==> config.mk <==
export PLATFORM = sky130hd
export DESIGN_NAME = tacho
export DESIGN_NICKNAME = d
export VERILOG_FILES = /design/src/rtl/tacho_pkg.sv /design/src/rtl/tacho_input_filter.sv /design/src/rtl/tacho.sv
export SDC_FILE = /design/constraint.sdc
export NUM_CORES = 1
export LEC_CHECK = 0
export CORE_ASPECT_RATIO = 0.75
export CORE_MARGIN = 4
export CORE_UTILIZATION = 33
export CTS_BUF_LIST = sky130_fd_sc_hd__clkbuf_4 sky130_fd_sc_hd__clkbuf_8
export DETAILED_ROUTE_END_ITERATION = 16
export GPL_ROUTABILITY_DRIVEN = 0
export HOLD_SLACK_MARGIN = 0.12
export SYNTH_ARGS = -nofsm -noshare
export SYNTH_HDL_FRONTEND = slang
export SYNTH_SLANG_ARGS = --single-unit
==> constraint.sdc <==
create_clock -name clk -period 5.1 [get_ports clk]
set_input_delay 1.275 -clock clk [delete_from_list [all_inputs] [get_ports clk]]
set_output_delay 1.275 -clock clk [all_outputs]
set_load 0.02 [all_outputs]
==> src/rtl/tacho_pkg.sv <==
// Shared CSR definitions for the fan tachometer block.
package tacho_pkg;

  // Register offsets relative to the block base address.
  localparam logic [4:0] CTRL_OFS  = 5'd0;
  localparam logic [4:0] CNT_H_OFS = 5'd1;
  localparam logic [4:0] CNT_L_OFS = 5'd2;

  // CTRL register bit positions.
  localparam int CTRL_EN_BIT    = 7;
  localparam int CTRL_VALID_BIT = 6;
  localparam int CTRL_OVF_BIT   = 5;
  localparam int CTRL_SCALE_MSB = 1;
  localparam int CTRL_SCALE_LSB = 0;

  typedef enum logic [1:0] {
    REG_CTRL  = 2'd0,
    REG_CNT_H = 2'd1,
    REG_CNT_L = 2'd2,
    REG_NONE  = 2'd3
  } reg_sel_e;

  // Map a bus address onto one of the block's registers.
  function automatic reg_sel_e decode_addr(input logic [4:0] addr,
                                           input logic [4:0] base);
    logic [4:0] ofs;
    ofs = addr - base;
    case (ofs)
      CTRL_OFS:  return REG_CTRL;
      CNT_H_OFS: return REG_CNT_H;
      CNT_L_OFS: return REG_CNT_L;
      default:   return REG_NONE;
    endcase
  endfunction

  // Gate window length in gate ticks: 1, 2, 4 or 8.
  function automatic logic [3:0] gate_target(input logic [1:0] scale);
    return 4'd1 << scale;
  endfunction

endpackage

==> src/rtl/tacho_input_filter.sv <==
// Slow board input conditioner: 2-FF synchroniser, agreement filter that
// changes level only after FILTER_LEN identical samples, and rise detector.
module input_filter #(
  parameter int FILTER_LEN = 3
) (
  input  logic clk,
  input  logic rst,
  input  logic sample_ce,
  input  logic in,
  output logic level,
  output logic rise
);

  logic [1:0]            sync;
  logic [FILTER_LEN-2:0] hist;
  logic [FILTER_LEN-1:0] window;
  logic                  level_d;

  // The newest synchronised bit plus the FILTER_LEN-1 previous samples.
  assign window = {hist, sync[1]};

  // Two-stage synchroniser; resets to the idle-high line level.
  // NOTE: clocked blocks use non-blocking assignments so every register
  // sees pre-edge values and the stages do not collapse into one.
  always_ff @(posedge clk) begin
    if (rst) sync <= 2'b11;
    else     sync <= {sync[0], in};
  end

  // Shift history on each sample enable; level follows only unanimous windows.
  always_ff @(posedge clk) begin
    if (rst) begin
      hist  <= '1;
      level <= 1'b1;
    end else if (sample_ce) begin
      hist <= window[FILTER_LEN-2:0];
      if (&window)       level <= 1'b1;
      else if (~|window) level <= 1'b0;
    end
  end

  // Delayed level for single-cycle rise detection.
  always_ff @(posedge clk) begin
    if (rst) level_d <= 1'b1;
    else     level_d <= level;
  end

  assign rise = level & ~level_d;

endmodule

==> src/rtl/tacho.sv <==
// Fan tachometer: counts filtered tach rises over a programmable gate
// window and publishes the latched count on the CSR bus.
module tacho
  import tacho_pkg::*;
#(
  parameter logic [4:0] BASE_ADDR  = 5'h0,
  parameter int         FILTER_LEN = 3
) (
  input  logic       clk,
  input  logic       rst,
  input  logic [4:0] csr_a,
  input  logic [7:0] csr_di,
  input  logic       csr_we,
  output logic [7:0] csr_do,
  input  logic       tach_ce,
  input  logic       gate_ce,
  input  logic       tach_in,
  output logic       tach_en
);

  logic        en;
  logic [1:0]  scale;
  logic        valid;
  logic        ovf;
  logic [15:0] result;
  logic [15:0] acc;
  logic        ovf_acc;
  logic [3:0]  win_cnt;

  logic        rise;
  logic        unused_level;
  logic        unused_di;
  reg_sel_e    reg_sel;
  logic        ctrl_we;
  logic [15:0] acc_next;
  logic        ovf_acc_next;
  logic        win_end;

  input_filter #(
    .FILTER_LEN(FILTER_LEN)
  ) u_filter (
    .clk      (clk),
    .rst      (rst),
    .sample_ce(tach_ce),
    .in       (tach_in),
    .level    (unused_level),
    .rise     (rise)
  );

  assign reg_sel   = decode_addr(csr_a, BASE_ADDR);
  assign ctrl_we   = csr_we && (reg_sel == REG_CTRL);
  assign tach_en   = en;
  assign unused_di = ^csr_di[CTRL_OVF_BIT:CTRL_SCALE_MSB+1];

  // Saturating accumulate and window-end detection for this cycle.
  // NOTE: every always_comb output gets a default first so no path leaves
  // it unassigned and no latch is inferred.
  always_comb begin
    acc_next     = acc;
    ovf_acc_next = ovf_acc;
    if (rise) begin
      if (acc == 16'hFFFF) ovf_acc_next = 1'b1;
      else                 acc_next     = acc + 16'd1;
    end
    win_end = en && gate_ce &&
              (({1'b0, win_cnt} + 5'd1) >= {1'b0, gate_target(scale)});
  end

  // CSR read mux; unmapped addresses read zero.
  always_comb begin
    csr_do = 8'h00;
    case (reg_sel)
      REG_CTRL: begin
        csr_do[CTRL_EN_BIT]                   = en;
        csr_do[CTRL_VALID_BIT]                = valid;
        csr_do[CTRL_OVF_BIT]                  = ovf;
        csr_do[CTRL_SCALE_MSB:CTRL_SCALE_LSB] = scale;
      end
      REG_CNT_H: csr_do = result[15:8];
      REG_CNT_L: csr_do = result[7:0];
      default:   csr_do = 8'h00;
    endcase
  end

  // Firmware-writable control fields.
  always_ff @(posedge clk) begin
    if (rst) begin
      en    <= 1'b0;
      scale <= 2'd0;
    end else if (ctrl_we) begin
      en    <= csr_di[CTRL_EN_BIT];
      scale <= csr_di[CTRL_SCALE_MSB:CTRL_SCALE_LSB];
    end
  end

  // Published result; a window end beats a same-cycle valid clear.
  always_ff @(posedge clk) begin
    if (rst) begin
      result <= 16'h0000;
      ovf    <= 1'b0;
      valid  <= 1'b0;
    end else if (win_end) begin
      result <= acc_next;
      ovf    <= ovf_acc_next;
      valid  <= 1'b1;
    end else if (ctrl_we && csr_di[CTRL_VALID_BIT]) begin
      valid  <= 1'b0;
    end
  end

  // Window state: held at zero while disabled, so enabling starts fresh.
  always_ff @(posedge clk) begin
    if (rst || !en || win_end) begin
      acc     <= 16'h0000;
      ovf_acc <= 1'b0;
      win_cnt <= 4'd0;
    end else begin
      acc     <= acc_next;
      ovf_acc <= ovf_acc_next;
      if (gate_ce) win_cnt <= win_cnt + 4'd1;
    end
  end

endmodule

==> impl_metrics.prom, run 1 <==
# TYPE chip_impl_metric gauge
chip_impl_info{name="cts_tree",value="yes"} 1
chip_impl_metric{name="total_via_count_in_the_routed_design",unit=""} 1929
chip_impl_metric{name="antenna_cells",unit=""} 0
chip_impl_info{name="dominantRegCellSynth",value="sky130_fd_sc_hd__dfxtp_1"} 1
chip_impl_info{name="routed.top_layer",value="met4"} 1
chip_impl_info{name="cp_slowest_cell",value="sky130_fd_sc_hd__clkdlybuf4s50_1"} 1
chip_impl_metric{name="initial_core_util",unit="%"} 34.1
chip_impl_metric{name="insertion_delay",unit="ns"} 0.31
chip_impl_metric{name="place_hpwl",unit="µm"} 3770
chip_impl_metric{name="cts_setup_buffers",unit=""} 0
chip_impl_info{name="category_of_the_most_critical_setup_path",value="input port to output pin"} 1
chip_impl_info{name="cts_root_buffer",value="sky130_fd_sc_hd__clkbuf_8"} 1
chip_impl_info{name="endpoint_type_of_the_worst_setup_path",value="output pin"} 1
chip_impl_info{name="cpLargestDelayFamily",value="buffers and inverters"} 1
chip_impl_metric{name="number_of_buffers_inserted_by_hold_repair_at_cts",unit=""} 0
chip_impl_metric{name="grt_max_degree",unit=""} 30
chip_impl_metric{name="utilization",unit="%"} 39.6
chip_impl_metric{name="placedCellCount",unit=""} 363
chip_impl_metric{name="worstRegToRegCells",unit=""} 8
chip_impl_info{name="reg2reg_to",value="acc[4]"} 1
chip_impl_metric{name="die_height",unit="µm"} 80.8
chip_impl_metric{name="grt-ovfl-total",unit=""} 0
chip_impl_info{name="run_status",value="complete, no violations"} 1
chip_impl_metric{name="crit_path_arrival_time",unit="ns"} 3.64
chip_impl_metric{name="wl_per_cell",unit="µm"} 14.0
chip_impl_metric{name="worst-slew-pin-transition",unit="ns"} 0.926
chip_impl_metric{name="syn_avg_cell_area",unit="µm²"} 8.73
chip_impl_metric{name="drt_pass1_iterations",unit=""} 4
chip_impl_metric{name="clock_sink_count",unit=""} 48
chip_impl_metric{name="cts_htree_levels",unit=""} 2
chip_impl_metric{name="grt_pass1_wl",unit="µm"} 8670
chip_impl_info{name="synthTopCellsByArea",value="sky130_fd_sc_hd__dfxtp_1 41%, sky130_fd_sc_hd__nor2_1 8.1%, sky130_fd_sc_hd__ha_1 4.8%, sky130_fd_sc_hd__mux2i_1 4.7%, sky130_fd_sc_hd__nand2b_1 3.2%"} 1
chip_impl_metric{name="worst_reg2reg_setup_slack",unit="ns"} 2.47
chip_impl_metric{name="worst_hold_slack",unit="ns"} 0.424
chip_impl_metric{name="cts-root-to-sink-buffers",unit=""} 2
chip_impl_metric{name="wl_met2",unit="µm"} 1960
chip_impl_metric{name="hold_depth",unit=""} 1
chip_impl_metric{name="filler_cell_count",unit=""} 715
chip_impl_metric{name="synth_async_sr_flop_share",unit="%"} 0
chip_impl_metric{name="track_usage",unit="%"} 12.9
chip_impl_info{name="hold_end",value="u_filter.sync[1]"} 1
chip_impl_info{name="worst_r2r_startpoint",value="win_cnt[0]"} 1
chip_impl_metric{name="path_max_fanout",unit=""} 8
chip_impl_metric{name="timing.critical_path.slowest_cell_delay",unit="ns"} 0.54
chip_impl_metric{name="area_used_by_multi_input_combinational_logic",unit="mm²"} 0.00128
chip_impl_metric{name="pwr_cell_area",unit="mW/mm²"} 241
chip_impl_metric{name="detailed_place.area",unit="mm²"} 0.00261
chip_impl_metric{name="area_growth_syn_to_layout",unit="%"} 15.9
chip_impl_metric{name="drive_gt1_share",unit="%"} 5.92
chip_impl_metric{name="drt.antenna.violating_nets",unit=""} 0
chip_impl_metric{name="crit_required",unit="ns"} 3.83
chip_impl_metric{name="detailedPlace.worstSlack",unit="ns"} 0.109
chip_impl_info{name="timing.critical_path.cells",value="clkdlybuf4s50_1 -> or3_4 -> nor2_1 -> and2_1 -> inv_1 -> ha_1 -> a222oi_1 -> nor2_1 -> clkdlybuf4s50_1"} 1
chip_impl_metric{name="hold_violations",unit=""} 0
chip_impl_metric{name="skew",unit="ns"} 0.0106
chip_impl_metric{name="core_area",unit="mm²"} 0.00683
chip_impl_info{name="min_delay_src",value="u_filter.sync[0]"} 1
chip_impl_info{name="synth_largest_area_cell",value="sky130_fd_sc_hd__dfxtp_1"} 1
chip_impl_metric{name="vdd_drop_max",unit="V"} 0.0000934
chip_impl_metric{name="stdcell_area",unit="mm²"} 0.00270
chip_impl_metric{name="edff_count_synth",unit=""} 0
chip_impl_metric{name="route.detailed.vias_per_inst",unit=""} 5.20
chip_impl_metric{name="detail_route.iter0.violations",unit=""} 121
chip_impl_metric{name="final_cell_count_no_fill",unit=""} 371
chip_impl_metric{name="drt_drc_violations_left",unit=""} 0
chip_impl_metric{name="relSlewSlack",unit="%"} 37.9
chip_impl_metric{name="netlist.area_leader.share",unit="%"} 41.2
chip_impl_metric{name="achievable-frequency",unit="MHz"} 204
chip_impl_metric{name="setup_viol",unit=""} 0
chip_impl_metric{name="vias_in_the_first_global_route",unit=""} 1767
chip_impl_metric{name="syn-num-nets",unit=""} 295
chip_impl_metric{name="post-route-worst-setup-slack",unit="ns"} 0.187
chip_impl_metric{name="syn_area",unit="mm²"} 0.00233
chip_impl_metric{name="report.final.slew_viol_count",unit=""} 0
chip_impl_metric{name="register_clock_pin_slew_on_the_reported_worst_setup_and_hold_paths",unit="ns"} 0.09
chip_impl_metric{name="final_power",unit="mW"} 0.652
chip_impl_metric{name="fin_crit_sh",unit="%"} 96.3
chip_impl_metric{name="route.met3.wl",unit="µm"} 289
chip_impl_metric{name="num_rows",unit=""} 26
chip_impl_metric{name="cts_inserted_buffers",unit=""} 5
chip_impl_metric{name="number_of_distinct_library_cell_variants_in_the_gate_level_netlist_after_synthesis",unit=""} 44
chip_impl_info{name="holdCritPathClass",value="register to register"} 1
chip_impl_metric{name="design.final.nets",unit=""} 314
chip_impl_metric{name="fp.dieW",unit="µm"} 105
chip_impl_metric{name="crit_buf_inv",unit=""} 3
chip_impl_metric{name="met1_length",unit="µm"} 2870
chip_impl_metric{name="num_io_pins",unit=""} 28
chip_impl_metric{name="synthCells",unit=""} 267
chip_impl_metric{name="yosysWarnings",unit=""} 0
chip_impl_metric{name="drt-total-wl",unit="µm"} 5200
chip_impl_metric{name="static-leakage-power",unit="nW"} 0.906
chip_impl_info{name="timing.critical_path.from_type",value="input port"} 1
chip_impl_metric{name="io_buffers",unit=""} 23
chip_impl_metric{name="max_cap_violations",unit=""} 0
chip_impl_metric{name="synth_seq_area_share",unit="%"} 41.2
chip_impl_metric{name="final.setup.tns",unit="ns"} 0
chip_impl_metric{name="ys_ff_latch",unit=""} 48
chip_impl_info{name="grt_setup_unrepaired",value="false"} 1
chip_impl_metric{name="regArea",unit="µm²"} 961
chip_impl_metric{name="dieArea",unit="mm²"} 0.00849
chip_impl_metric{name="antenna_found_initial",unit=""} 0
chip_impl_metric{name="finalCriticalPeriod",unit="ns"} 4.91
[metal layers]
layer | vias to the layer above | GRT usage, %
met5 | - | 0
met2 | 46 | 17.7
li1 | 995 | -
met4 | 0 | 4.98
met3 | 8 | 3.65
met1 | 880 | 18.9
[report_power, final]
part | switching [mW] | total, mW | internal [mW]
logic | 0.0144 | 0.0332 | 0.0188
clock network | 0.135 | 0.238 | 0.103
registers | 0.00250 | 0.380 | 0.378
[cell type report]
| cell class | count | area share [%] |
|---|---|---|
| Multi-Input combinational cell | 203 | 47.5 |
| Sequential cell | 48 | 35.6 |
| Timing Repair Buffer | 25 | 9.26 |
| Tap cell | 84 | 3.89 |
| Clock buffer | 6 | 2.82 |
| Clock inverter | 2 | 0.602 |
| Inverter | 3 | 0.417 |
[cells in the mapped netlist, types with 3 or more instances]
library cell	count
sky130_fd_sc_hd__o22ai_1	6
sky130_fd_sc_hd__nand2b_1	12
sky130_fd_sc_hd__nand2_1	18
sky130_fd_sc_hd__mux2i_1	11
sky130_fd_sc_hd__a222oi_1	5
sky130_fd_sc_hd__nand3_1	11
sky130_fd_sc_hd__or3_1	3
sky130_fd_sc_hd__nor2b_1	5
sky130_fd_sc_hd__or2_2	4
sky130_fd_sc_hd__dfxtp_1	48
sky130_fd_sc_hd__a211oi_1	9
sky130_fd_sc_hd__xor2_1	7
sky130_fd_sc_hd__o21ai_0	5
sky130_fd_sc_hd__nor2_1	50
sky130_fd_sc_hd__nand4_1	4
sky130_fd_sc_hd__and4_1	3
sky130_fd_sc_hd__nor3_1	5
sky130_fd_sc_hd__clkbuf_1	8
sky130_fd_sc_hd__a21oi_1	6
sky130_fd_sc_hd__inv_1	3
sky130_fd_sc_hd__a22oi_1	3
sky130_fd_sc_hd__ha_1	9
sky130_fd_sc_hd__xnor2_1	4
[how the worst max path moves through the flow]
| stage | cells after the start | end | start |
|---|---|---|---|
| 4_1_cts | 9 | csr_do[5] | csr_a[3] |
| 2_1_floorplan | 8 | csr_do[1] | csr_a[3] |
| 6_report | 9 | csr_do[7] | csr_a[3] |
| 3_5_place_dp | 9 | csr_do[5] | csr_a[3] |
| 5_1_grt | 9 | csr_do[6] | csr_a[3] |
| 3_3_place_gp | 9 | csr_do[5] | csr_a[3] |
[cell families after synthesis]
group / share of synthesized area [%]
XOR/XNOR: 4.13
adder cells (fa/ha/maj): 4.83
flip-flops: 41.2
AO/OA/AOI/OAI: 15.0
multiplexers: 4.72
AND/OR/NAND/NOR: 26.3
buffers and inverters: 3.76
[repair_timing]
| item | in CTS | in global routing |
|---|---|---|
| gates resized for setup | 0 | 2 |
| hold endpoints to repair | 0 | 0 |
| setup endpoints to repair | 0 | 2 |
[cell usage in the layout, fill, tap and decap left out, types with 6 or more instances in the layout]
cell type and n:
sky130_fd_sc_hd__a211oi_1 9, sky130_fd_sc_hd__a21oi_1 6, sky130_fd_sc_hd__clkdlybuf4s50_1 21, sky130_fd_sc_hd__dfxtp_1 48, sky130_fd_sc_hd__ha_1 9, sky130_fd_sc_hd__mux2i_1 11, sky130_fd_sc_hd__nand2_1 18, sky130_fd_sc_hd__nand2b_1 12
sky130_fd_sc_hd__nand3_1 11, sky130_fd_sc_hd__nor2_1 50, sky130_fd_sc_hd__o22ai_1 6, sky130_fd_sc_hd__xor2_1 7
[sequential cells by signal, indices dropped and copies added (netlist names)]
signal            cells
acc                  16
ovf                   1
ovf_acc               1
result               16
scale                 2
tach_en               1
u_filter.hist         2
u_filter.level        1
u_filter.level_d      1
u_filter.sync         2
valid                 1
win_cnt               4
[worst register-to-register path: cells and delay by family, from the launching register on]
kind,cells,cell delay (ns)
AO/OA/AOI/OAI,3,0.59
flip-flops,1,0.44
adder cells (fa/ha/maj),2,0.50
AND/OR/NAND/NOR,2,0.83
XOR/XNOR,1,0.18
(Power assumes the default switching activity.)
==> run 2: changes to the inputs <==
- CORE_ASPECT_RATIO: 0.75 -> 1.5
- MAX_ROUTING_LAYER: unset -> met4
- PLACE_DENSITY_LB_ADDON: unset -> 0.2
==> run 2 against run 1 <==
Clock skew fell by 0.0052 ns. Hold slack got worse by 0.0077 ns. Largest power group unchanged. Maximum frequency fell by 0.99%. Sequential power barely moved. Power rose by 12%. Critical path type unchanged. Via count fell by 0.57%. Register-to-register slack improved by 0.08 ns. Critical path depth did not move. Setup slack got worse by 0.049 ns. Sequential share of layout area fell by 0.44 points.
==> impl_metrics.prom, run 2 (synthesis gave the netlist of run 1 again) <==
# TYPE chip_impl_metric gauge
chip_impl_info{name="run_status",value="complete, no violations"} 1
chip_impl_metric{name="vdd_drop_max",unit="V"} 0.000131
chip_impl_metric{name="insertion_delay",unit="ns"} 0.29
chip_impl_metric{name="track_usage",unit="%"} 13.1
chip_impl_metric{name="placedCellCount",unit=""} 358
chip_impl_metric{name="grt_max_degree",unit=""} 29
chip_impl_metric{name="antenna_cells",unit=""} 0
chip_impl_metric{name="crit_required",unit="ns"} 3.83
chip_impl_metric{name="design.final.nets",unit=""} 315
chip_impl_metric{name="timing.critical_path.slowest_cell_delay",unit="ns"} 0.54
chip_impl_metric{name="initial_core_util",unit="%"} 34.0
chip_impl_metric{name="num_io_pins",unit=""} 28
chip_impl_info{name="cts_root_buffer",value="sky130_fd_sc_hd__clkbuf_8"} 1
chip_impl_metric{name="static-leakage-power",unit="nW"} 0.911
chip_impl_metric{name="worst-slew-pin-transition",unit="ns"} 0.563
chip_impl_metric{name="skew",unit="ns"} 0.00542
chip_impl_metric{name="report.final.slew_viol_count",unit=""} 0
chip_impl_metric{name="final.setup.tns",unit="ns"} 0
chip_impl_metric{name="setup_viol",unit=""} 0
chip_impl_metric{name="area_growth_syn_to_layout",unit="%"} 17.4
chip_impl_metric{name="io_buffers",unit=""} 23
chip_impl_metric{name="wl_per_cell",unit="µm"} 14.2
chip_impl_metric{name="drt.antenna.violating_nets",unit=""} 0
chip_impl_metric{name="worst_hold_slack",unit="ns"} 0.416
chip_impl_metric{name="cts_inserted_buffers",unit=""} 5
chip_impl_metric{name="clock_sink_count",unit=""} 48
chip_impl_info{name="holdCritPathClass",value="register to register"} 1
chip_impl_metric{name="drt-total-wl",unit="µm"} 5180
chip_impl_info{name="grt_setup_unrepaired",value="false"} 1
chip_impl_info{name="cp_slowest_cell",value="sky130_fd_sc_hd__clkdlybuf4s50_1"} 1
chip_impl_metric{name="fp.dieW",unit="µm"} 76.6
chip_impl_info{name="timing.critical_path.from_type",value="input port"} 1
chip_impl_info{name="largest_registers",value="acc x16, result x16, win_cnt x4"} 1
chip_impl_metric{name="grt-ovfl-total",unit=""} 0
chip_impl_info{name="timing.critical_path.cells",value="clkdlybuf4s50_1 -> or3_4 -> nor2_1 -> and2_1 -> inv_1 -> ha_1 -> a222oi_1 -> nor2_1 -> clkdlybuf4s50_1"} 1
chip_impl_metric{name="total_via_count_in_the_routed_design",unit=""} 1918
chip_impl_metric{name="final_cell_count_no_fill",unit=""} 365
chip_impl_metric{name="achievable-frequency",unit="MHz"} 202
chip_impl_info{name="endpoint_type_of_the_worst_setup_path",value="output pin"} 1
chip_impl_metric{name="relSlewSlack",unit="%"} 62.4
chip_impl_metric{name="grt_pass1_wl",unit="µm"} 8710
chip_impl_metric{name="cts_htree_levels",unit=""} 2
chip_impl_metric{name="stdcell_area",unit="mm²"} 0.00274
chip_impl_metric{name="fin_crit_sh",unit="%"} 97.3
chip_impl_metric{name="detail_route.iter0.violations",unit=""} 151
chip_impl_metric{name="max_cap_violations",unit=""} 0
chip_impl_metric{name="antenna_found_initial",unit=""} 0
chip_impl_metric{name="die_height",unit="µm"} 111
chip_impl_info{name="final_common_cell",value="sky130_fd_sc_hd__nor2_1"} 1
chip_impl_metric{name="vias_in_the_first_global_route",unit=""} 1828
chip_impl_metric{name="drt_drc_violations_left",unit=""} 0
chip_impl_metric{name="crit_path_arrival_time",unit="ns"} 3.69
chip_impl_metric{name="core_area",unit="mm²"} 0.00685
chip_impl_metric{name="path_max_fanout",unit=""} 8
chip_impl_metric{name="hold_violations",unit=""} 0
chip_impl_metric{name="number_of_buffers_inserted_by_hold_repair_at_cts",unit=""} 0
chip_impl_metric{name="pwr_cell_area",unit="mW/mm²"} 266
chip_impl_metric{name="drt_pass1_iterations",unit=""} 4
chip_impl_metric{name="drive_gt1_share",unit="%"} 5.92
chip_impl_metric{name="num_rows",unit=""} 37
chip_impl_metric{name="route.detailed.vias_per_inst",unit=""} 5.25
chip_impl_metric{name="place_hpwl",unit="µm"} 3900
chip_impl_metric{name="dieArea",unit="mm²"} 0.00850
chip_impl_metric{name="filler_cell_count",unit=""} 729
chip_impl_metric{name="cts_setup_buffers",unit=""} 0
chip_impl_info{name="final_cell_mix",value="50 x sky130_fd_sc_hd__nor2_1, 48 x sky130_fd_sc_hd__dfxtp_1, 22 x sky130_fd_sc_hd__clkdlybuf4s50_1"} 1
chip_impl_metric{name="finalCriticalPeriod",unit="ns"} 4.96
chip_impl_metric{name="final_power",unit="mW"} 0.727
chip_impl_metric{name="cts-root-to-sink-buffers",unit=""} 2
chip_impl_info{name="category_of_the_most_critical_setup_path",value="input port to output pin"} 1
chip_impl_metric{name="detailed_place.area",unit="mm²"} 0.00261
chip_impl_info{name="cts_tree",value="yes"} 1
chip_impl_metric{name="register_clock_pin_slew_on_the_reported_worst_setup_and_hold_paths",unit="ns"} 0.08
[run 2: cell types whose count changed in the layout (fill, tap and decap cells not counted), sizes merged]
| cell | before | now |
|---|---|---|
| clkinvlp | 1 | 0 |
| clkinv | 1 | 0 |
| bufinv | 0 | 2 |
| clkbuf | 6 | 5 |
| dlymetal6s2s | 2 | 1 |
| buf | 2 | 3 |
| clkdlybuf4s50 | 21 | 22 |
[run 2: final timing paths]
check,from,end,slack [ns],depth (start not counted)
worst min-delay path,u_filter.sync[0],u_filter.sync[1],0.42,1
worst max-delay path,csr_a[3],csr_do[5],0.14,9
worst min register to register,u_filter.sync[0],u_filter.sync[1],0.42,1
worst max register to register,win_cnt[0],result[5],2.55,9
[run 2: power by group]
| group | internal (mW) | switching [mW] | total, mW |
|---|---|---|---|
| sequential | 0.378 | 0.00244 | 0.380 |
| combinational | 0.0189 | 0.0144 | 0.0333 |
| clock | 0.193 | 0.121 | 0.314 |
[run 2: worst max-delay path: cells and delay by family]
family | cells | cell delay [ns]
adder cells (fa/ha/maj) | 1 | 0.30
AO/OA/AOI/OAI | 1 | 0.38
buffers and inverters | 3 | 1.02
AND/OR/NAND/NOR | 4 | 0.70
[run 2: what timing repair did]
action / in CTS / in global routing
hold endpoints to repair: 0 / 0
resized for setup: 0 / 1
endpoints found under the setup margin: 0 / 1
[run 2: final cells by class]
class,instances,area [µm²],area share (%)
Inverter,3,11.3,0.412
Clock buffer,5,68.8,2.51
Sequential cell,48,961,35.1
Timing Repair Buffer,26,255,9.33
Clock inverter,2,60.1,2.19
Multi-Input combinational cell,203,1280,46.9
Tap cell,78,97.6,3.57
[run 2: through the flow]
stage | utilization, % | setup slack, ns
6_report | 39.9 | 0.139
5_1_grt | 39.9 | 0.0110
4_1_cts | 39.9 | 0.126
3_5_place_dp | 38.0 | 0.138
3_3_place_gp | 38.0 | 0.150
2_1_floorplan | - | 1.09
[run 2: routing by layer]
metal / up-vias / routed length [µm] / global-route usage (%)
li1: 990 / - / -
met1: 872 / 2220 / 14.4
met5: - / 0 / -
met3: 13 / 222 / 3.17
met4: 0 / 211 / 7.13
met2: 43 / 2520 / 21.6
==> run 3: changes to the inputs <==
- CORE_MARGIN: 4 -> 5
==> run 3 against run 2 <==
Die area is 4.5% higher. Flip-flop and latch count stayed put. Count of clock-buffer cells in the layout unchanged. Largest power group unchanged.
==> impl_metrics.prom, run 3 (synthesis gave the netlist of run 1 again) <==
# TYPE chip_impl_metric gauge
chip_impl_info{name="run_status",value="complete, no violations"} 1
chip_impl_metric{name="route.detailed.vias_per_inst",unit=""} 5.22
chip_impl_metric{name="setup_viol",unit=""} 0
chip_impl_metric{name="vias_in_the_first_global_route",unit=""} 1822
chip_impl_metric{name="drt-total-wl",unit="µm"} 5340
chip_impl_metric{name="die_height",unit="µm"} 113
chip_impl_info{name="grt_setup_unrepaired",value="false"} 1
chip_impl_metric{name="design.final.nets",unit=""} 315
chip_impl_metric{name="path_max_fanout",unit=""} 8
chip_impl_metric{name="drt_pass1_iterations",unit=""} 5
chip_impl_metric{name="initial_core_util",unit="%"} 33.8
chip_impl_metric{name="drt.antenna.violating_nets",unit=""} 0
chip_impl_metric{name="cts-root-to-sink-buffers",unit=""} 2
chip_impl_info{name="holdCritPathClass",value="register to register"} 1
chip_impl_metric{name="fin_crit_sh",unit="%"} 96.1
chip_impl_metric{name="drive_gt1_share",unit="%"} 6.25
chip_impl_metric{name="detail_route.iter0.violations",unit=""} 125
chip_impl_info{name="largest_registers",value="acc x16, result x16, win_cnt x4"} 1
chip_impl_metric{name="max_cap_violations",unit=""} 0
chip_impl_metric{name="dieArea",unit="mm²"} 0.00888
chip_impl_metric{name="grt_met1_use",unit="%"} 14.4
chip_impl_metric{name="antenna_found_initial",unit=""} 0
chip_impl_metric{name="crit_path_arrival_time",unit="ns"} 3.63
chip_impl_metric{name="power.switching_fraction",unit="%"} 22.0
chip_impl_metric{name="clock_network_power_share",unit="%"} 40.7
chip_impl_metric{name="place_hpwl",unit="µm"} 4060
chip_impl_metric{name="area_growth_syn_to_layout",unit="%"} 16.9
chip_impl_info{name="cts_root_buffer",value="sky130_fd_sc_hd__clkbuf_8"} 1
chip_impl_metric{name="internal_power_consumption",unit="mW"} 0.544
chip_impl_metric{name="crit_required",unit="ns"} 3.83
chip_impl_metric{name="power.share.combinational",unit="%"} 4.8
chip_impl_metric{name="worst-slew-pin-transition",unit="ns"} 0.628
chip_impl_metric{name="final.setup.tns",unit="ns"} 0
chip_impl_metric{name="core_area",unit="mm²"} 0.00690
chip_impl_metric{name="pwr_cell_area",unit="mW/mm²"} 256
chip_impl_metric{name="use_met2",unit="%"} 21.8
chip_impl_metric{name="fp.dieW",unit="µm"} 78.6
chip_impl_metric{name="hold_violations",unit=""} 0
chip_impl_metric{name="achievable-frequency",unit="MHz"} 204
chip_impl_metric{name="drt_drc_violations_left",unit=""} 0
chip_impl_metric{name="track_usage",unit="%"} 13.0
chip_impl_info{name="timing.critical_path.from_type",value="input port"} 1
chip_impl_metric{name="vdd_drop_max",unit="V"} 0.000108
chip_impl_info{name="top_usage_layer",value="met2"} 1
chip_impl_metric{name="power.share.sequential",unit="%"} 54.5
chip_impl_metric{name="num_io_pins",unit=""} 28
chip_impl_metric{name="antenna_cells",unit=""} 0
chip_impl_metric{name="skew",unit="ns"} 0.00948
chip_impl_info{name="category_of_the_most_critical_setup_path",value="input port to output pin"} 1
chip_impl_info{name="final_cell_mix",value="50 x sky130_fd_sc_hd__nor2_1, 48 x sky130_fd_sc_hd__dfxtp_1, 21 x sky130_fd_sc_hd__clkdlybuf4s50_1"} 1
chip_impl_metric{name="report.final.slew_viol_count",unit=""} 0
chip_impl_metric{name="finalCriticalPeriod",unit="ns"} 4.90
chip_impl_metric{name="register_clock_pin_slew_on_the_reported_worst_setup_and_hold_paths",unit="ns"} 0.09
chip_impl_metric{name="grt_pass1_wl",unit="µm"} 8980
chip_impl_info{name="final_common_cell",value="sky130_fd_sc_hd__nor2_1"} 1
chip_impl_info{name="endpoint_type_of_the_worst_setup_path",value="output pin"} 1
chip_impl_metric{name="insertion_delay",unit="ns"} 0.31
chip_impl_metric{name="static-leakage-power",unit="nW"} 0.920
chip_impl_metric{name="regArea",unit="µm²"} 961
chip_impl_metric{name="cts_setup_buffers",unit=""} 0
chip_impl_metric{name="relSlewSlack",unit="%"} 58.2
chip_impl_metric{name="clock_sink_count",unit=""} 48
chip_impl_metric{name="io_buffers",unit=""} 23
chip_impl_metric{name="grt-ovfl-total",unit=""} 0
chip_impl_metric{name="grt_max_degree",unit=""} 30
chip_impl_info{name="cts_tree",value="yes"} 1
chip_impl_metric{name="total_via_count_in_the_routed_design",unit=""} 1911
chip_impl_metric{name="filler_cell_count",unit=""} 706
chip_impl_metric{name="globalRouteMet3Util",unit="%"} 2.79
chip_impl_metric{name="utilization",unit="%"} 39.5
chip_impl_metric{name="num_rows",unit=""} 37
chip_impl_metric{name="cts_htree_levels",unit=""} 2
chip_impl_metric{name="power.net_switching",unit="mW"} 0.153
chip_impl_metric{name="number_of_buffers_inserted_by_hold_repair_at_cts",unit=""} 0
chip_impl_metric{name="cts_inserted_buffers",unit=""} 5
chip_impl_metric{name="wl_per_cell",unit="µm"} 14.6
chip_impl_metric{name="area_used_by_multi_input_combinational_logic",unit="mm²"} 0.00128
## run 3: changes by cell type in the layout (fill, tap and decap cells not counted), sizes merged
cell / before / now
inv: 3 / 4
dlymetal6s2s: 1 / 2
clkinvlp: 0 / 1
bufinv: 2 / 1
clkdlybuf4s50: 22 / 21
## run 3: final cells by class
class                           count  area share [%]
Clock buffer                        5            2.53
Clock inverter                      3            1.70
Inverter                            3           0.413
Multi-Input combinational cell    203            47.1
Sequential cell                    48            35.3
Tap cell                           78            3.58
Timing Repair Buffer               26            9.46
## run 3: layer usage
metal  part of all wire, %  up-vias
met5                     0        -
met4                   3.5        0
met3                   4.5       13
met2                    49       40
met1                    43      861
li1                      -      997
## run 3: worst paths after layout
path / start / endpoint / slack (ns) / cells past startpoint
max: csr_a[3] / csr_do[7] / 0.20 / 9
min: u_filter.sync[0] / u_filter.sync[1] / 0.42 / 1
max reg2reg: win_cnt[0] / result[13] / 2.47 / 9
min reg2reg: u_filter.sync[0] / u_filter.sync[1] / 0.42 / 1
## run 3: what timing repair did
item / in CTS / in global routing
hold endpoints to repair: 0 / 0
gates resized for setup: 0 / 2
setup endpoints to repair: 0 / 2
## run 3: power groups by stage
stage / combinational [mW] / clock [mW] / sequential [mW]
2_1_floorplan: 0.0191 / 0 / 0.388
3_3_place_gp: 0.0333 / 0 / 0.389
3_5_place_dp: 0.0334 / 0 / 0.389
4_1_cts: 0.0337 / 0.293 / 0.380
5_1_grt: 0.0367 / 0.306 / 0.381
6_report: 0.0333 / 0.284 / 0.380
## run 3: stage by stage
stage          worst slack [ns]  instances  hold slack [ns]  cell area [µm²]  total power [mW]
6_report                  0.196        366            0.417             2730             0.698
3_5_place_dp              0.121        358            0.394             2610             0.423
5_1_grt                  0.0341        366            0.454             2730             0.724
3_3_place_gp              0.131        358            0.394             2610             0.422
4_1_cts                   0.117        366            0.418             2720             0.707
2_1_floorplan              1.09        267            0.389             2330             0.407
## run 3: worst max-delay path, stage by stage
cell and delay (ns):
sky130_fd_sc_hd__clkdlybuf4s50_1 0.42, sky130_fd_sc_hd__or3_4 0.40, sky130_fd_sc_hd__nor2_1 0.08, sky130_fd_sc_hd__and2_1 0.15, sky130_fd_sc_hd__inv_1 0.06, sky130_fd_sc_hd__ha_1 0.30, sky130_fd_sc_hd__a222oi_1 0.33, sky130_fd_sc_hd__nor2_1 0.07
sky130_fd_sc_hd__clkdlybuf4s50_1 0.54
==> RTL edit 1, RTL diff (flow settings as in run 3) <==
Put one more register stage on the output `tach_en`. The value now appears one clock later. The other outputs are not delayed to match.
--- a/src/rtl/tacho.sv
+++ b/src/rtl/tacho.sv
@@ -51,3 +51,5 @@
   assign ctrl_we   = csr_we && (reg_sel == REG_CTRL);
-  assign tach_en   = en;
+  always_ff @(posedge clk) begin
+    tach_en <= en;
+  end
   assign unused_di = ^csr_di[CTRL_OVF_BIT:CTRL_SCALE_MSB+1];
Check against the original RTL: not equivalent (Yosys sat finds a counterexample within 4 cycles, from zero or initial values and one cycle with rst high).
==> RTL edit 1 against run 3 <==
  * Cell area grew 1.0%
  * Sequential share of layout area grew 0.37 points
  * Sequential cell count rose by 1
  * Wire length up 1.2%
  * Clock power rose by 1%
  * Worst setup slack lost 0.022 ns
  * Power grew 1.8%
  * Non-clock buffer count stayed put
  * Area after synthesis rose by 0.86%
  * Largest cell class unchanged
  * Largest power group unchanged
==> RTL edit 1: results (changes against run 3) <==
metric,value,unit,change
clk_skew,0.0102,ns,was 0.00948 ns
Area contributors post-synth,"dfxtp_1, nor2_1, ha_1",,unchanged
# DRC,0,,unchanged
initial DRC count,92,,was 125
Worst-path clk slew,0.08,ns,
Post-Syn Nets,296,,was 295
gr usage total,13.1,%,was 13.0%
Layout Nets,316,,was 315
dpl cells,359,,was 358
Critical Path AT,3.65,ns,was 3.63 ns
first-pass GRT wire length,9020,um,was 8980 um
top post-synthesis cells by count,"nor2_1, dfxtp_1, nand2_1",,unchanged
Worst slew margin,56.9,%,was 58.2%
run status,completed,,unchanged
hpwl dp,4060,um,about the same
Setup WS pre-CTS,0.0822,ns,was 0.121 ns
share of cells above drive strength 1,6.23,%,was 6.25%
clk pwr,288,uW,was 284 uW
number of global-route vias before repair,1855,,was 1822
Power Total,710,uW,was 698 uW
sequential area share after synthesis,41.7,%,was 41.2%
vias,1950,,was 1911
cells after synthesis,268,,was 267
deepest clock path buffer count,2,,unchanged
Wirelength per Cell,14.7,um,was 14.6 um
Hold Crit Class,register to register,,unchanged
DP Area,0.00263,mm2,was 0.00261 mm2
clk_lat worst skew,0.30,ns,
peak supply drop,119,uV,was 108 uV
critical path peak fanout,8,,unchanged
Leakage,0.950,nW,was 0.920 nW
CTS H-tree lvls,2,,unchanged
Int Pwr,564,uW,was 544 uW
Final Non-Filler Cells,367,,was 366
Post-synth EDFFs,0,,unchanged
## RTL edit 1: changes by cell type in the layout (fill, tap and decap cells not counted)
cell	run 3	this run
dlymetal6s2s_1	2	3
clkdlybuf4s50_1	21	20
clkbuf_8	5	6
inv_6	1	0
dfxtp_1	48	49
## RTL edit 1: logic make-up after synthesis
group,Yosys count,share of synthesized area [%]
DFF,49,41.7
AOI/OAI and AO/OA,47,14.9
and+or+nand+nor,125,26.1
adders and majority gates,9,4.79
buffers and inverters,16,3.73
muxes,11,4.68
xor gates and xnor gates,11,4.10
## RTL edit 1: routing by layer
layer  wire (um)  part of all wire, %  track usage [%]  vias to the layer above
li1            -                    -                -                      996
met1        2320                   43             14.5                      898
met2        2680                   50             22.4                       42
met3         227                  4.2             2.69                       14
met4         180                  3.3             5.96                        0
met5           0                    0                -                        -
## RTL edit 1: final cells by class
cell class,count,area (um2)
repair buffers,26,260
clock inverters,2,37.5
well taps,78,97.6
multi-input cells,203,1280
clock buffers,6,82.6
flip-flops and latches,49,981
inverters,3,11.3
fillers,709,4150
## RTL edit 1: worst paths after layout
path	slack (ns)	start	endpoint	depth (start not counted)
max	0.17	csr_a[3]	csr_do[7]	9
min	0.42	u_filter.sync[0]$_SDFF_PP1_	u_filter.sync[1]$_SDFF_PP1_	1
min reg2reg	0.42	u_filter.sync[0]$_SDFF_PP1_	u_filter.sync[1]$_SDFF_PP1_	1
max reg2reg	2.43	win_cnt[0]$_SDFFE_PP0P_	result[5]$_SDFFE_PP0P_	9
## RTL edit 1: timing repair
item,in CTS,in global routing
setup endpoints to repair,0,3
resized for setup,0,3
hold buffers,0,0
==> RTL edit 2, RTL diff (config.mk and constraints of run 3) <==
Without the edit above. `FILTER_LEN` is set to 3 in 2 places; all go to 6.
--- a/src/rtl/tacho_input_filter.sv
+++ b/src/rtl/tacho_input_filter.sv
@@ -3,3 +3,3 @@
 module input_filter #(
-  parameter int FILTER_LEN = 3
+  parameter int FILTER_LEN = 6
 ) (
--- a/src/rtl/tacho.sv
+++ b/src/rtl/tacho.sv
@@ -6,3 +6,3 @@
   parameter logic [4:0] BASE_ADDR  = 5'h0,
-  parameter int         FILTER_LEN = 3
+  parameter int         FILTER_LEN = 6
 ) (
Function: changed (a bounded check fails within 10 cycles, from zero or initial values and one cycle with rst high).
==> RTL edit 2 against run 3 <==
  * Combinational power up 15%
  * Highest routed layer unchanged
  * Cell area grew 5.1%
  * Worst setup slack worse by 0.029 ns
  * Power rose by 4.8%
  * Worst hold slack improved by 0.0028 ns
  * Wire length is 1.6% lower
  * Sequential cell count up 3
  * Area after synthesis rose by 5.0%
==> RTL edit 2: results (changes against run 3) <==
metric,value,unit,change
run status,completed,,unchanged
antenna violations before repair,0,,unchanged
metal2 WL,2830,um,was 2610 um
Largest regs,"acc x16, result x16, u_filter.hist x5",,"was acc x16, result x16, win_cnt x4"
Fillers,753,,was 706
Leakage,0.984,nW,was 0.920 nW
sequential area share after synthesis,41.7,%,was 41.2%
remaining antenna violation count after routing,0,,unchanged
top post-synthesis cells by count,"dfxtp_1, nor2_1, a211oi_1",,"was nor2_1, dfxtp_1, nand2_1"
Worst Tran Pin Value,0.984,ns,was 0.628 ns
drt pass-1 iters,4,,was 5
combinational share of power,5.3,%,was 4.8%
Wirelength per Cell,13.4,um,was 14.6 um
Layout Nets,318,,was 315
Area contributors post-synth,"dfxtp_1, nor2_1, ha_1",,unchanged
hpwl dp,3970,um,was 4060 um
Yosys cell types,43,,was 44
gr usage total,12.3,%,was 13.0%
Post-Syn Nets,301,,was 295
Setup WS pre-CTS,0.142,ns,was 0.121 ns
met1 Track Usage GR,13.1,%,was 14.4%
DP Area,0.00275,mm2,was 0.00261 mm2
initial DRC count,116,,was 125
grt met2 use,22.8,%,was 21.8%
share of cells above drive strength 1,7.22,%,was 6.25%
peak supply drop,142,uV,was 108 uV
vias,1970,,was 1911
hold_sp,u_filter.sync[0]$_SDFF_PP1_,,unchanged
final wirelength,5250,um,was 5340 um
M1 wire length,2200,um,was 2310 um
number of global-route vias before repair,1834,,was 1822
cells after synthesis,273,,was 267
r2r startpoint,scale[1]$_SDFFE_PP0P_,,was win_cnt[0]$_SDFFE_PP0P_
grt met3 use,2.18,%,was 2.79%
Sw Share,21.8,%,was 22.0%
total combinational power,38.4,uW,was 33.3 uW
clk_skew,0.00833,ns,was 0.00948 ns
dpl cells,383,,was 358
routed wl met3,160,um,was 239 um
[RTL edit 2: changes by cell type in the layout (fill, tap and decap cells not counted), sizes merged, moves of 3 or more]
| cell | change |
|---|---|
| or3 | -3 |
| nor2b | +3 |
| a211o | +3 |
| dfxtp | +3 |
| nor3 | -4 |
| nand4 | +5 |
| a31o | +3 |
| and3 | +4 |
| nand2 | -8 |
[RTL edit 2: worst paths after layout]
kind | end | slack, ns | cells after the start
setup / recovery | csr_do[1] | 0.17 | 9
hold / removal | u_filter.sync[1]$_SDFF_PP1_ | 0.42 | 1
setup reg to reg | acc[6]$_SDFF_PP0_ | 2.49 | 7
hold reg to reg | u_filter.sync[1]$_SDFF_PP1_ | 0.42 | 1
[RTL edit 2: logic make-up (layout without fill, tap and decap cells)]
logic type | count (synthesis) | in the layout | synth area share [%]
flops | 51 | 51 | 41.7
xor+xnor | 11 | 11 | 3.93
simple gates | 123 | 123 | 25.9
buf+inv | 20 | 38 | 4.45
compound gates | 49 | 49 | 15.3
fa+ha+maj | 9 | 9 | 4.60
mux | 10 | 10 | 4.14
[RTL edit 2: worst max-delay path, cell delays in order]
cell             delay, ns
clkdlybuf4s50_1       0.40
or3_4                 0.40
nor2_1                0.08
and2_1                0.15
inv_1                 0.06
ha_1                  0.30
a222oi_1              0.37
nor2_1                0.07
clkdlybuf4s50_1       0.54
[RTL edit 2: area by class of cell]
class | count | share of cell area (%)
clock inverter | 3 | 1.62
sequential | 51 | 35.6
clock buffer | 5 | 2.40
tap | 100 | 4.37
inverter | 5 | 0.655
multi-input combinational | 202 | 46.7
timing repair buffer | 25 | 8.65
[RTL edit 2: timing repair]
action                                  4_1_cts  5_1_grt
endpoints found under the setup margin        0        1
setup buffers                                 0        0
gates resized for setup                       0        1
